## config.mk

```make
export PLATFORM = sky130hd
export DESIGN_NAME = cap_ctrl
export DESIGN_NICKNAME = d
export VERILOG_FILES = /design/src/rtl/project_pkg.sv /design/src/rtl/cap_geom_chk.sv /design/src/rtl/cap_ctrl.sv
export SDC_FILE = /design/constraint.sdc
export NUM_CORES = 1
export LEC_CHECK = 0
export ABC_CLOCK_PERIOD_IN_PS = 2150
export CAP_MARGIN = 10
export CORE_ASPECT_RATIO = 0.75
export CORE_UTILIZATION = 45
export DETAILED_ROUTE_END_ITERATION = 10
export PLACE_DENSITY = 0.74
export RECOVER_POWER = 100
export SLEW_MARGIN = 20
export SYNTH_ARGS = -nofsm -noshare
export SYNTH_HDL_FRONTEND = slang
export SYNTH_SLANG_ARGS = --single-unit
```

## constraint.sdc

```tcl
create_clock -name pclk -period 2.15 [get_ports pclk]
set_input_delay 0.645 -clock pclk [delete_from_list [all_inputs] [get_ports pclk]]
set_output_delay 0.645 -clock pclk [all_outputs]
set_load 0.02 [all_outputs]
```

## src/rtl/project_pkg.sv

```systemverilog
// Shared types and default geometry for the sensor capture controller.
package project_pkg;

   localparam int unsigned WIDTH_DEF  = 640;
   localparam int unsigned HEIGTH_DEF = 480;
   localparam int unsigned DATA_W_DEF = 8;
   localparam int unsigned SKIP_W_DEF = 4;

   typedef enum logic [1:0] {
      IDLE    = 2'd0,
      ARMED   = 2'd1,
      SKIP    = 2'd2,
      CAPTURE = 2'd3
   } cap_state_t;

endpackage

```

## src/rtl/cap_geom_chk.sv

```systemverilog
// Geometry checker: pixels per LV run and lines per frame against WIDTH/HEIGTH.
// Emits a one-cycle bad pulse on any mismatch while en is high.
module cap_geom_chk
   import project_pkg::*;
#(
   parameter int unsigned WIDTH  = WIDTH_DEF,
   parameter int unsigned HEIGTH = HEIGTH_DEF
)(
   input  logic pclk,
   input  logic resetn,
   input  logic en,
   input  logic lv,
   input  logic fv_fall,
   output logic bad
);

   localparam logic [15:0] PIX_EXP  = 16'(WIDTH);
   localparam logic [15:0] LINE_EXP = 16'(HEIGTH);

   logic        lv_q;
   logic        lv_fall;
   logic [15:0] pix_cnt;
   logic [15:0] line_cnt;
   logic [15:0] lines_done;

   assign lv_fall    = lv_q & ~lv;
   // a line closing on the same cycle as the frame still counts toward it
   assign lines_done = line_cnt + {15'd0, lv_fall};

   always_ff @(posedge pclk or negedge resetn) begin
      if (!resetn) begin
         lv_q     <= 1'b0;
         pix_cnt  <= '0;
         line_cnt <= '0;
         bad      <= 1'b0;
      end else begin
         lv_q <= lv;
         if (!en) begin
            pix_cnt  <= '0;
            line_cnt <= '0;
            bad      <= 1'b0;
         end else begin
            bad <= 1'b0;
            if (lv) pix_cnt <= pix_cnt + 16'd1;
            if (lv_fall) begin
               pix_cnt  <= '0;
               line_cnt <= line_cnt + 16'd1;
               if (pix_cnt != PIX_EXP) bad <= 1'b1;
            end
            if (fv_fall) begin
               pix_cnt  <= '0;
               line_cnt <= '0;
               if (lines_done != LINE_EXP) bad <= 1'b1;
            end
         end
      end
   end

endmodule

```

## src/rtl/cap_ctrl.sv

```systemverilog
// Capture controller gating sensor FV/LV into the capture core, with frame decimation.
// Optional geometry checking is enabled by defining CAP_CTRL_GEOM_EN.
module cap_ctrl
   import project_pkg::*;
#(
   parameter int unsigned WIDTH  = WIDTH_DEF,
   parameter int unsigned HEIGTH = HEIGTH_DEF,
   parameter int unsigned DATA_W = DATA_W_DEF,
   parameter int unsigned SKIP_W = SKIP_W_DEF
)(
   input  logic              pclk,
   input  logic              resetn,
   input  logic [DATA_W-1:0] D_IN,
   input  logic              FV_IN,
   input  logic              LV_IN,
   output logic [DATA_W-1:0] D_OUT,
   output logic              FV_OUT,
   output logic              LV_OUT,
   input  logic              start,
   input  logic              stop,
   input  logic              single,
   input  logic [SKIP_W-1:0] skip,
   output logic              busy,
   output logic              frame_done,
   output logic [15:0]       frame_cnt,
   output logic              err_geom
);

   cap_state_t        state;
   cap_state_t        nxt;
   logic [SKIP_W-1:0] skip_cnt;
   logic              stop_pend;
   logic              fv_q;
   logic              fv_rise;
   logic              fv_fall;
   logic              fwd;

   assign fv_rise = FV_IN & ~fv_q;
   assign fv_fall = ~FV_IN & fv_q;

   always_comb begin
      nxt = state;
      unique case (state)
         IDLE:    if (start && !stop) nxt = ARMED;
         ARMED:   if (stop) nxt = IDLE;
                  else if (fv_rise) nxt = (skip_cnt == '0) ? CAPTURE : SKIP;
         SKIP:    if (stop) nxt = IDLE;
                  else if (fv_fall) nxt = ARMED;
         CAPTURE: if (fv_fall) nxt = (single || stop_pend || stop) ? IDLE : ARMED;
         default: nxt = IDLE;
      endcase
      // forwarding opens on the rising-edge cycle so the first FV beat is not lost
      fwd = (state == CAPTURE) || ((state == ARMED) && (nxt == CAPTURE));
   end

   always_ff @(posedge pclk or negedge resetn) begin
      if (!resetn) begin
         state      <= IDLE;
         busy       <= 1'b0;
         fv_q       <= 1'b0;
         D_OUT      <= '0;
         FV_OUT     <= 1'b0;
         LV_OUT     <= 1'b0;
         frame_done <= 1'b0;
         frame_cnt  <= '0;
         skip_cnt   <= '0;
         stop_pend  <= 1'b0;
      end else begin
         state      <= nxt;
         busy       <= (nxt != IDLE);
         fv_q       <= FV_IN;
         D_OUT      <= D_IN;
         FV_OUT     <= FV_IN & fwd;
         LV_OUT     <= LV_IN & fwd;
         frame_done <= 1'b0;
         unique case (state)
            IDLE: if (nxt == ARMED) begin
               skip_cnt  <= skip;
               stop_pend <= 1'b0;
            end
            ARMED: if (nxt == SKIP) skip_cnt <= skip_cnt - 1'b1;
            CAPTURE: begin
               if (stop) stop_pend <= 1'b1;
               if (fv_fall) begin
                  frame_done <= 1'b1;
                  frame_cnt  <= frame_cnt + 16'd1;
                  skip_cnt   <= skip;
                  stop_pend  <= 1'b0;
               end
            end
            default: ;
         endcase
      end
   end

`ifdef CAP_CTRL_GEOM_EN
   logic geom_bad;

   cap_geom_chk #(
      .WIDTH  (WIDTH),
      .HEIGTH (HEIGTH)
   ) u_geom (
      .pclk    (pclk),
      .resetn  (resetn),
      .en      (fwd),
      .lv      (LV_IN),
      .fv_fall (fv_fall),
      .bad     (geom_bad)
   );

   always_ff @(posedge pclk or negedge resetn) begin
      if (!resetn)                          err_geom <= 1'b0;
      else if (state == IDLE && nxt == ARMED) err_geom <= 1'b0;
      else if (geom_bad)                    err_geom <= 1'b1;
   end
`else
   assign err_geom = 1'b0;
`endif

endmodule

```

==> impl_metrics.toml <==
[worst_setup_path]
r2r_cells = 7
cp.buffers_inverters = 1
worstSetupPathType = "reg -> reg"
critPathRequiredTime_ns = 2.38
rrSetupSlack_ns = 0.09
r2r_end = "skip_cnt[2]"
crit_fanout = 4
crit_cells = 7
worstSetupStartpointType = "register"
critPathLaunch = "skip_cnt[0]"
cpPeakStageDelay_ns = 0.51
crit_arrival_ns = 2.28
cp_cell_sequence = "inv_2, ha_1, nor3b_1, or4b_4, and3_4, or4_1, nand3_1"
cp-end-kind = "register"
crit_end = "skip_cnt[2]"
critPathSlowestCell = "or4_1"
rr_startpoint = "skip_cnt[0]"
crit_family = "simple AND/OR/NAND/NOR gates"

[sta]
skew_ns = 0.00667
hold_viol = 0
period_share_pct = 95.8
period_needed_ns = 2.06
report.final.slew_viol_count = 0
hold_ws_ns = 0.468
setup_violations = 0
fmax_mhz = 486
timing.max_slew.rel_slack_pct = 41.5
tightest_slew_ns = 0.877
grt_setup_unrepaired = "no"
setup_ws_ns = 0.0914

[yosys]
yosys.area.top_type_share_pct = 56.1
yosysSeqAreaShare_pct = 56.1
synth_edf_count = 0
ys.warnings.count = 0
postSynthCellCount = 140
synth_compound_area_share_pct = 6.54
synth_cell_type_count = 45
syn_nets = 162
synthArstFlopShare_pct = 100
yosysMostFrequentCell = "dfrtp_1"
synth_fa_ha_area_share_pct = 2.34
synthMuxAreaShare_pct = 2.26
syn_area_mm2 = 0.00161
syn_avg_cell_area_um2 = 11.5
synth-xor-area-share_pct = 8.18
synth_top_family_by_area = "simple AND/OR/NAND/NOR gates"
synthTopCellsByArea = "dfrtp_1, xnor2_1, xor2_1"
synth_seq_cells = 36
synth_simple_gate_area_share_pct = 21.5
ys_top_cells_by_count = "dfrtp_1, nand2_1, nor2_1, xnor2_1"
synth-main-ff-cell = "dfrtp_1"
synth.largest_area_cell = "dfrtp_1"

[power]
clkPwrFrac_pct = 31.6
netSwitchingFraction_pct = 27.8
power_frac_comb_pct = 18.7
peakVddDrop_mv = 0.438
p_int_mw = 1.14
switchingPower_mw = 0.440
leakage_nw = 1.08
power.density_mw_per_mm2 = 694
pwr-share-seq_pct = 49.7

[cts]
clk_pin_slew_ns = 0.07
insertion_delay_ns = 0.29
cts_sinks = 36
htree_levels = 2
cts-root-buf = "clkbuf_8"
postCtsHoldBufs = 0
clockBufferDepth = 2
numCtsBuffers = 5
cts_tree = "yes"

[cells_and_area]
syn_to_final_growth_pct = 41.9
utilization_pct = 67.9
antenna_cells = 0
final_area_mm2 = 0.00228
regArea_um2 = 901
n_fill_cell = 265
multi_input_area_um2 = 659
drive_gt1_share_pct = 13.7
layout.nets = 226

[drt]
avgViaCountPerCell = 5.08
num_vias = 1245
routed_wl_mm = 3.32
wire_per_inst_um = 13.6
route.detailed.drc = 5
drt_first_pass_iters = 7
drtIter0Drc = 94
antenna_left = 0

[placed_design]
numPortBuffers = 46
routabilityCongestion = 0.865
hpwl_mm = 2.46
placed_area_mm2 = 0.00219
dp_slack_ns = -0.410

[grt]
grt_pass1_wl_mm = 5.46
grt_max_degree = 37
antenna_found_initial = 0
grt_pass1_vias = 1209
grtUsageTotal_pct = 19.2
grt_overflow = 0

[floorplanning]
rows = 18
dieHeight_um = 53.7
core_mm2 = 0.00336
boundaryPins = 48
dieArea_mm2 = 0.00382
dieWidth_um = 71.0
start_util_pct = 47.9

[hold_path]
hp-class = "reg -> reg"

[flow_run]
cap_violations = 0

[run_status]
violations = "DRC"
outcome = "complete, but fails checks"
==> worst reg2reg max path, stage by stage, from the launching register on <==
cell     delay, ns
dfrtp_1       0.36
inv_2         0.06
ha_1          0.18
nor3b_1       0.14
or4b_4        0.48
and3_4        0.19
or4_1         0.51
nand3_1       0.08
==> state kept, by name, indices dropped and copies added (netlist names) <==
| signal | count |
|---|---|
| frame_cnt | 16 |
| D_OUT | 8 |
| skip_cnt | 4 |
| state | 2 |
| FV_OUT | 1 |
| LV_OUT | 1 |
| busy | 1 |
| frame_done | 1 |
| fv_q | 1 |
| stop_pend | 1 |
==> worst min-delay path by stage <==
stage                  startpoint            end  slack [ns]  cells after the start
CTS                 frame_cnt[15]  frame_cnt[15]        0.48                      1
floorplan                  resetn       D_OUT[0]        0.35                      0
detailed placement  frame_cnt[15]  frame_cnt[15]        0.47                      1
global route        frame_cnt[15]  frame_cnt[15]        0.49                      1
global placement    frame_cnt[15]  frame_cnt[15]        0.46                      1
finish              frame_cnt[15]  frame_cnt[15]        0.47                      1
==> placed cells by master (no fill, tap or decap), types with 2 or more instances in the layout <==
cell type	count
dfrtp_1	36
dlygate4sd3_1	33
nand2_1	11
clkdlybuf4s50_1	11
nor2_1	9
xnor2_1	9
buf_4	9
xor2_1	6
nand3_1	6
clkbuf_8	6
nand2b_1	5
a21oi_1	5
clkbuf_1	5
inv_1	4
nand4_1	3
or4_1	3
nor3_1	3
ha_1	3
o211ai_1	2
a22oi_1	2
==> power groups by stage <==
stage	Combinational, mW	Clock (mW)	Sequential [mW]
global placement	0.296	0	0.795
detailed placement	0.305	0	0.798
CTS	0.306	0.523	0.785
finish	0.295	0.500	0.787
global route	0.331	0.548	0.797
floorplan	0.148	0	0.805
==> metrics by stage <==
stage          power [mW]  instances  TNS, ns
3_3_place_gp         1.09        236    -3.26
5_1_grt              1.68        245        0
4_1_cts              1.61        244        0
2_1_floorplan       0.953        140        0
6_report             1.58        245        0
3_5_place_dp         1.10        236    -4.10
==> final cells by class <==
| cell class | instances | area share, % |
|---|---|---|
| Clock inverter | 1 | 0.329 |
| Clock buffer | 7 | 3.79 |
| Inverter | 5 | 0.823 |
| Multi-Input combinational cell | 95 | 28.9 |
| Tap cell | 40 | 2.20 |
| Timing Repair Buffer | 61 | 24.4 |
| Sequential cell | 36 | 39.5 |
==> kinds of logic after synthesis <==
| logic type | after synthesis |
|---|---|
| and+or+nand+nor | 57 |
| DFF | 36 |
| AOI/OAI and AO/OA | 16 |
| xor gates and xnor gates | 15 |
| buffers and inverters | 9 |
| adders and majority gates | 3 |
| muxes | 3 |
| other | 1 |
==> repair_timing <==
action	4_1_cts	5_1_grt
cloned	0	0
pin swaps	0	1
setup endpoints to repair	7	3
gates resized for setup	1	2
setup buffers	0	1
==> per-layer routing <==
metal  wire length [um]  GRT usage (%)  vias to the layer above
li1                   -              -                      617
met3                168           5.99                        5
met5                  0              0                        -
met4                 50           8.00                        0
met2               1420           30.6                       34
met1               1680           24.8                      589
Note: power is estimated with default switching activity, not from simulation.
